--- src/rtl/spi_slave_capture.sv ---
// spi_slave_capture: oversampled SPI mode-0 slave. Serial words from the master
// are packed MSB first into an RX FIFO, and TX words are shifted back on spi_sdo.
// All SPI lines are synchronised into clk, so clk must run at least 8x spi_clk.
module spi_slave_capture #(
   parameter int DATA_WIDTH = 32,
   parameter int FIFO_DEPTH = 8
) (
   input  logic                          clk,
   input  logic                          reset_n,
   input  logic                          spi_clk,
   input  logic                          spi_csn,
   input  logic                          spi_sdi,
   output logic                          spi_sdo,
   output logic [DATA_WIDTH-1:0]         rx_data,
   output logic                          rx_valid,
   input  logic                          rx_ready,
   output logic [$clog2(FIFO_DEPTH):0]   rx_count,
   input  logic [DATA_WIDTH-1:0]         tx_data,
   input  logic                          tx_valid,
   output logic                          tx_ready,
   output logic                          overflow,
   output logic                          underflow,
   input  logic                          flag_clr,
   output logic                          frame_err
);

   localparam int CW    = $clog2(DATA_WIDTH);
   localparam int AW    = $clog2(FIFO_DEPTH);
   localparam int CNT_W = AW + 1;
   localparam logic [CW-1:0]    LAST_BIT = CW'(DATA_WIDTH - 1);
   localparam logic [CNT_W-1:0] FULL_CNT = CNT_W'(FIFO_DEPTH);

   typedef enum logic [1:0] {IDLE, LOAD, SHIFT} state_t;

   state_t                state_q, state_d;
   logic [2:0]            clk_sync, csn_sync;
   logic [1:0]            sdi_sync;
   logic [2:0]            vld_pipe;
   logic                  armed;
   logic                  clk_rise, clk_fall, csn_fall, csn_rise;
   logic                  do_load, bit_rise, bit_fall, abort;
   logic                  word_done, reload, pop, push_ok;
   logic [CW-1:0]         bit_cnt;
   logic [DATA_WIDTH-1:0] rx_sr, tx_sr, rx_word;
   logic [DATA_WIDTH-1:0] mem [FIFO_DEPTH];
   logic [AW-1:0]         wr_ptr, rd_ptr;

   // Synchronisers plus arming: after reset the csn chain must first show a real
   // high level, so a frame already in progress at reset release is ignored.
   always_ff @(posedge clk or negedge reset_n) begin
      if (!reset_n) begin
         clk_sync <= 3'b000;
         csn_sync <= 3'b111;
         sdi_sync <= 2'b00;
         vld_pipe <= 3'b000;
         armed    <= 1'b0;
      end else begin
         clk_sync <= {clk_sync[1:0], spi_clk};
         csn_sync <= {csn_sync[1:0], spi_csn};
         sdi_sync <= {sdi_sync[0], spi_sdi};
         vld_pipe <= {vld_pipe[1:0], 1'b1};
         armed    <= armed | (vld_pipe[2] & csn_sync[2]);
      end
   end

   assign clk_rise = clk_sync[1] & ~clk_sync[2];
   assign clk_fall = ~clk_sync[1] & clk_sync[2];
   assign csn_fall = armed & ~csn_sync[1] & csn_sync[2];
   assign csn_rise = csn_sync[1] & ~csn_sync[2];

   // FSM state register
   always_ff @(posedge clk or negedge reset_n) begin
      if (!reset_n) state_q <= IDLE;
      else          state_q <= state_d;
   end

   // Next state and per-cycle action decode; csn rising overrides everything
   always_comb begin
      state_d  = state_q;
      do_load  = 1'b0;
      bit_rise = 1'b0;
      bit_fall = 1'b0;
      abort    = 1'b0;
      case (state_q)
         IDLE:    if (csn_fall) state_d = LOAD;
         LOAD:    begin do_load = 1'b1; state_d = SHIFT; end
         SHIFT:   begin bit_rise = clk_rise; bit_fall = clk_fall; end
         default: state_d = IDLE;
      endcase
      if (csn_rise) begin
         state_d  = IDLE;
         abort    = (state_q != IDLE);
         do_load  = 1'b0;
         bit_rise = 1'b0;
         bit_fall = 1'b0;
      end
   end

   assign word_done = bit_rise && (bit_cnt == LAST_BIT);
   assign reload    = do_load | word_done;
   assign tx_ready  = reload & tx_valid;
   assign rx_word   = {rx_sr[DATA_WIDTH-2:0], sdi_sync[1]};
   assign pop       = rx_valid & rx_ready;
   assign push_ok   = word_done && ((rx_count != FULL_CNT) || pop);

   // Shift registers and bit counter. A falling edge right after a (re)load
   // (bit_cnt == 0) must not shift, or the new MSB would be skipped.
   always_ff @(posedge clk or negedge reset_n) begin
      if (!reset_n) begin
         bit_cnt <= '0;
         rx_sr   <= '0;
         tx_sr   <= '0;
         spi_sdo <= 1'b0;
      end else if (csn_rise) begin
         bit_cnt <= '0;
         spi_sdo <= 1'b0;
      end else begin
         if (bit_rise) begin
            rx_sr   <= rx_word;
            bit_cnt <= word_done ? '0 : bit_cnt + CW'(1);
         end
         if (do_load) bit_cnt <= '0;
         if (reload) begin
            tx_sr   <= tx_valid ? tx_data : '0;
            spi_sdo <= tx_valid & tx_data[DATA_WIDTH-1];
         end else if (bit_fall && bit_cnt != '0) begin
            tx_sr   <= tx_sr << 1;
            spi_sdo <= tx_sr[DATA_WIDTH-2];
         end
      end
   end

   // Sticky flags (a set in the same cycle as flag_clr wins) and frame error pulse
   always_ff @(posedge clk or negedge reset_n) begin
      if (!reset_n) begin
         overflow  <= 1'b0;
         underflow <= 1'b0;
         frame_err <= 1'b0;
      end else begin
         frame_err <= abort && (bit_cnt != '0);
         if (word_done && !push_ok) overflow <= 1'b1;
         else if (flag_clr)         overflow <= 1'b0;
         if (reload && !tx_valid)   underflow <= 1'b1;
         else if (flag_clr)         underflow <= 1'b0;
      end
   end

   // RX FIFO; a push into a full FIFO is legal when the head is popped that cycle
   always_ff @(posedge clk or negedge reset_n) begin
      if (!reset_n) begin
         for (int i = 0; i < FIFO_DEPTH; i++) mem[i] <= '0;
         wr_ptr   <= '0;
         rd_ptr   <= '0;
         rx_count <= '0;
      end else begin
         if (push_ok) begin
            mem[wr_ptr] <= rx_word;
            wr_ptr      <= wr_ptr + AW'(1);
         end
         if (pop) rd_ptr <= rd_ptr + AW'(1);
         if (push_ok && !pop)      rx_count <= rx_count + CNT_W'(1);
         else if (!push_ok && pop) rx_count <= rx_count - CNT_W'(1);
      end
   end

   assign rx_valid = (rx_count != '0);
   assign rx_data  = mem[rd_ptr];

endmodule

--- config.mk ---
export PLATFORM = sky130hd
export DESIGN_NAME = spi_slave_capture
export DESIGN_NICKNAME = d
export VERILOG_FILES = /design/src/rtl/spi_slave_capture.sv
export SDC_FILE = /design/constraint.sdc
export NUM_CORES = 1
export LEC_CHECK = 0
export BUFFER_PORTS_ARGS = -buffer_cell sky130_fd_sc_hd__buf_2
export CORE_ASPECT_RATIO = 0.5
export CORE_MARGIN = 2
export CORE_UTILIZATION = 41
export CTS_CLUSTER_SIZE = 25
export DETAILED_ROUTE_END_ITERATION = 6
export GPL_ROUTABILITY_DRIVEN = 0
export PLACE_DENSITY = 0.66
export SYNTH_ARGS = -nofsm -noshare
export SYNTH_HDL_FRONTEND = slang
export SYNTH_SLANG_ARGS = --single-unit
--- constraint.sdc ---
create_clock -name clk -period 4.69 [get_ports clk]
set_input_delay 0.938 -clock clk [delete_from_list [all_inputs] [get_ports clk]]
set_output_delay 0.938 -clock clk [all_outputs]
set_load 0.02 [all_outputs]
==> out/qor.txt <==
beginning of the worst hold path - vld_pipe[1]$_DFF_PN0_
pwr/cell area - 352 mW/mm2
Finished Layout Cells - 1714
worst hold path depth - 0
Final Hold Slack - 0.348 ns
Slew headroom - 0.229
Placed Cells incl. Taps - 1653
peak fanout along the critical path - 34
Crit Path Class - register to output pin
initial drt markers - 557
Gates resized, CTS repair - 0
Worst Max-Slew Pin Slew - 1.16 ns
Pre-antenna DRT Iters - 4
R2R setup slack - 1.47 ns
Initial Utilization - 0.418
post-route setup slack - 0.882 ns
largest net degree at the start of global routing - 134
reg2reg path depth - 6
GRT overflow - 0
CTS Hold Buffers Added - 0
M2 GR Usage - 0.271
PortBufs - 81
CTS Buf Count - 35
final core utilization - 0.467
Setup crit end kind - output pin
nets@finish - 1209
worst skew pair latency - 0.52 ns
sequential share of the synthesized area - 0.540
DRC viols - 0
Ys Warns - 0
cell area after layout - 0.0182 mm2
RSZ-0062 raised after global routing - no
gr busiest metal - met2
ys async rst share - 1.00
post-CTS setup buffer count - 0
EDFF count, synth - 0
die span in x - 286 um
synthesized area - 0.0163 mm2
Seq cells post-synth - 351
# diodes - 0
area grow syn2layout - 11.8%
vias per inst - 5.35
fraction of layout cells with a size suffix above 1 - 0.429
first-pass GRT wire length - 55100 um
Final Hold Vio Count - 0
CTS tree - done
Critical R2R Launch - csn_sync[2]$_DFF_PN1_
CTS clk-pin slew, worst paths - 0.06 ns
outcome - complete, no violations
leading area contributor after synthesis - dfrtp_1
worst min-delay path class - register to register
vias in the first global route - 9996
DP HPWL - 19600 um
floorplan die height - 145 um
Tmin final - 3.81 ns
Tot GR Track Use - 0.164
VDD IR max - 0.000191 V
fin. max-slew vios - 0
routing usage on met1 - 0.227
clock root buffer - clkbuf_16
initial antenna violation count - 0
clk_skew - 0.0219 ns
top-level port count - 82
syn nets - 1178
Total Neg Setup Slack - 0 ns
Critical Path RT - 3.75 ns
syn_area_per_cell - 14.4 um2
# setup viols final - 0
top-area cell type share of the netlist area - 0.535
htree depth - 2
Worst R2R End - mem[150]$_DFFE_PN0P_
Min-Delay Endpoint - vld_pipe[2]$_DFF_PN0_
ys flop type - dfrtp_1
grt met3 use - 0.0253
Tcrit/Tclk final - 0.812
Post-Syn Instances - 1129
Rows - 51
Core Region - 0.0390 mm2
Cell variety after synth - 51
Worst EP arrival - 2.87 ns
overall power - 6.40 mW
worst slack at placement - 1.46 ns
clk buf depth - 3
max_cap viols - 0
CP startpoint kind - register
Synth area leaders - dfrtp_1 (53%), mux2_4 (11%), mux2_2 (11%)
wire per inst - 19.2 um
post-route ant nets - 0
final wirelength - 33000 um
Static Leak - 9.02 nW
fmax - 0.263 GHz
via count - 9168
die area - 0.0414 mm2
Sink Count - 351
Placed Area - 0.0170 mm2
-- power breakdown --
part	internal (mW)	switching [mW]
Sequential	3.16	0.102
Combinational	0.121	0.169
Clock	1.71	1.14
-- critical path: stages (launching register included) --
cell and delay [ns]:
dfrtp_1 0.41, ha_1 0.21, and3_1 0.17, ha_1 0.41, nand3b_1 0.11, or3_1 0.31
buf_4 0.25, a21boi_0 0.27, buf_2 0.22
-- layout by cell type, fill, tap and decap left out, types with 3 or more instances in the layout --
cell type	Yosys	final
dfrtp_1	348	345
nand2_1	162	162
mux2_2	154	154
mux2_4	120	120
buf_2	12	80
mux4_2	64	64
clkbuf_16	0	37
nand3_1	35	35
o221ai_1	30	30
buf_4	1	19
mux2_1	17	17
clkbuf_1	45	12
ha_1	8	8
nand2b_1	7	7
inv_1	6	6
xnor2_1	6	6
a21oi_1	6	6
clkbuf_8	0	6
nor3_1	5	5
nand3b_1	5	5
nor4_4	0	4
or4b_4	4	4
o21ai_0	4	4
bufinv_16	0	3
dfstp_2	3	3
buf_12	0	3
-- per-layer routing --
metal	vias to the layer above	wire length [um]
met5	-	0
met4	0	525
met3	47	1000
met2	128	16100
met1	4883	15400
li1	4110	-
-- synth_stat cells (12+ instances only) --
cell type  number
nand2_1       162
mux2_2        154
mux2_4        120
nand3_1        35
mux2_1         17
dfrtp_1       348
mux4_2         64
o221ai_1       30
buf_6          16
buf_2          12
clkbuf_1       45
clkbuf_2       29
-- kinds of logic (layout without fill, tap and decap cells) --
| logic type | count (synthesis) | in the layout | synth area share |
|---|---|---|---|
| multiplexers | 357 | 357 | 0.319 |
| flip-flops | 351 | 351 | 0.540 |
| AND/OR/NAND/NOR | 240 | 240 | 0.0696 |
| buffers and inverters | 115 | 170 | 0.0373 |
| AO/OA/AOI/OAI | 50 | 50 | 0.0238 |
| adder cells (fa/ha/maj) | 9 | 9 | 0.00738 |
| XOR/XNOR | 6 | 6 | 0.00323 |
| other | 1 | 1 | 0.000230 |
-- how the worst max path moves through the flow --
| stage | from | end | slack (ns) | depth (start not counted) |
|---|---|---|---|---|
| finish | bit_cnt[0]$_DFFE_PN0P_ | tx_ready | 0.88 | 8 |
| global route | bit_cnt[0]$_DFFE_PN0P_ | tx_ready | 0.68 | 8 |
| CTS | bit_cnt[0]$_DFFE_PN0P_ | tx_ready | 0.90 | 8 |
| detailed placement | bit_cnt[0]$_DFFE_PN0P_ | tx_ready | 1.46 | 8 |
| global placement | bit_cnt[0]$_DFFE_PN0P_ | tx_ready | 1.52 | 8 |
| floorplan | bit_cnt[0]$_DFFE_PN0P_ | tx_ready | 1.53 | 8 |
-- state kept, by name (all words and copies together), names as in the netlist, 4 cells and up --
register	cells
bit_cnt	5
tx_sr	31
rx_sr	31
mem	256
rx_count	4
-- area by class of cell --
cell class	count	area [um2]
fill	3310	20800
clock inverter	6	109
timing repair buffer	103	618
tap	530	663
inverter	6	22.5
sequential	351	8790
clock buffer	55	1050
multi-input combinational	663	6940
No activity file was read; power rests on OpenSTA's default activity.
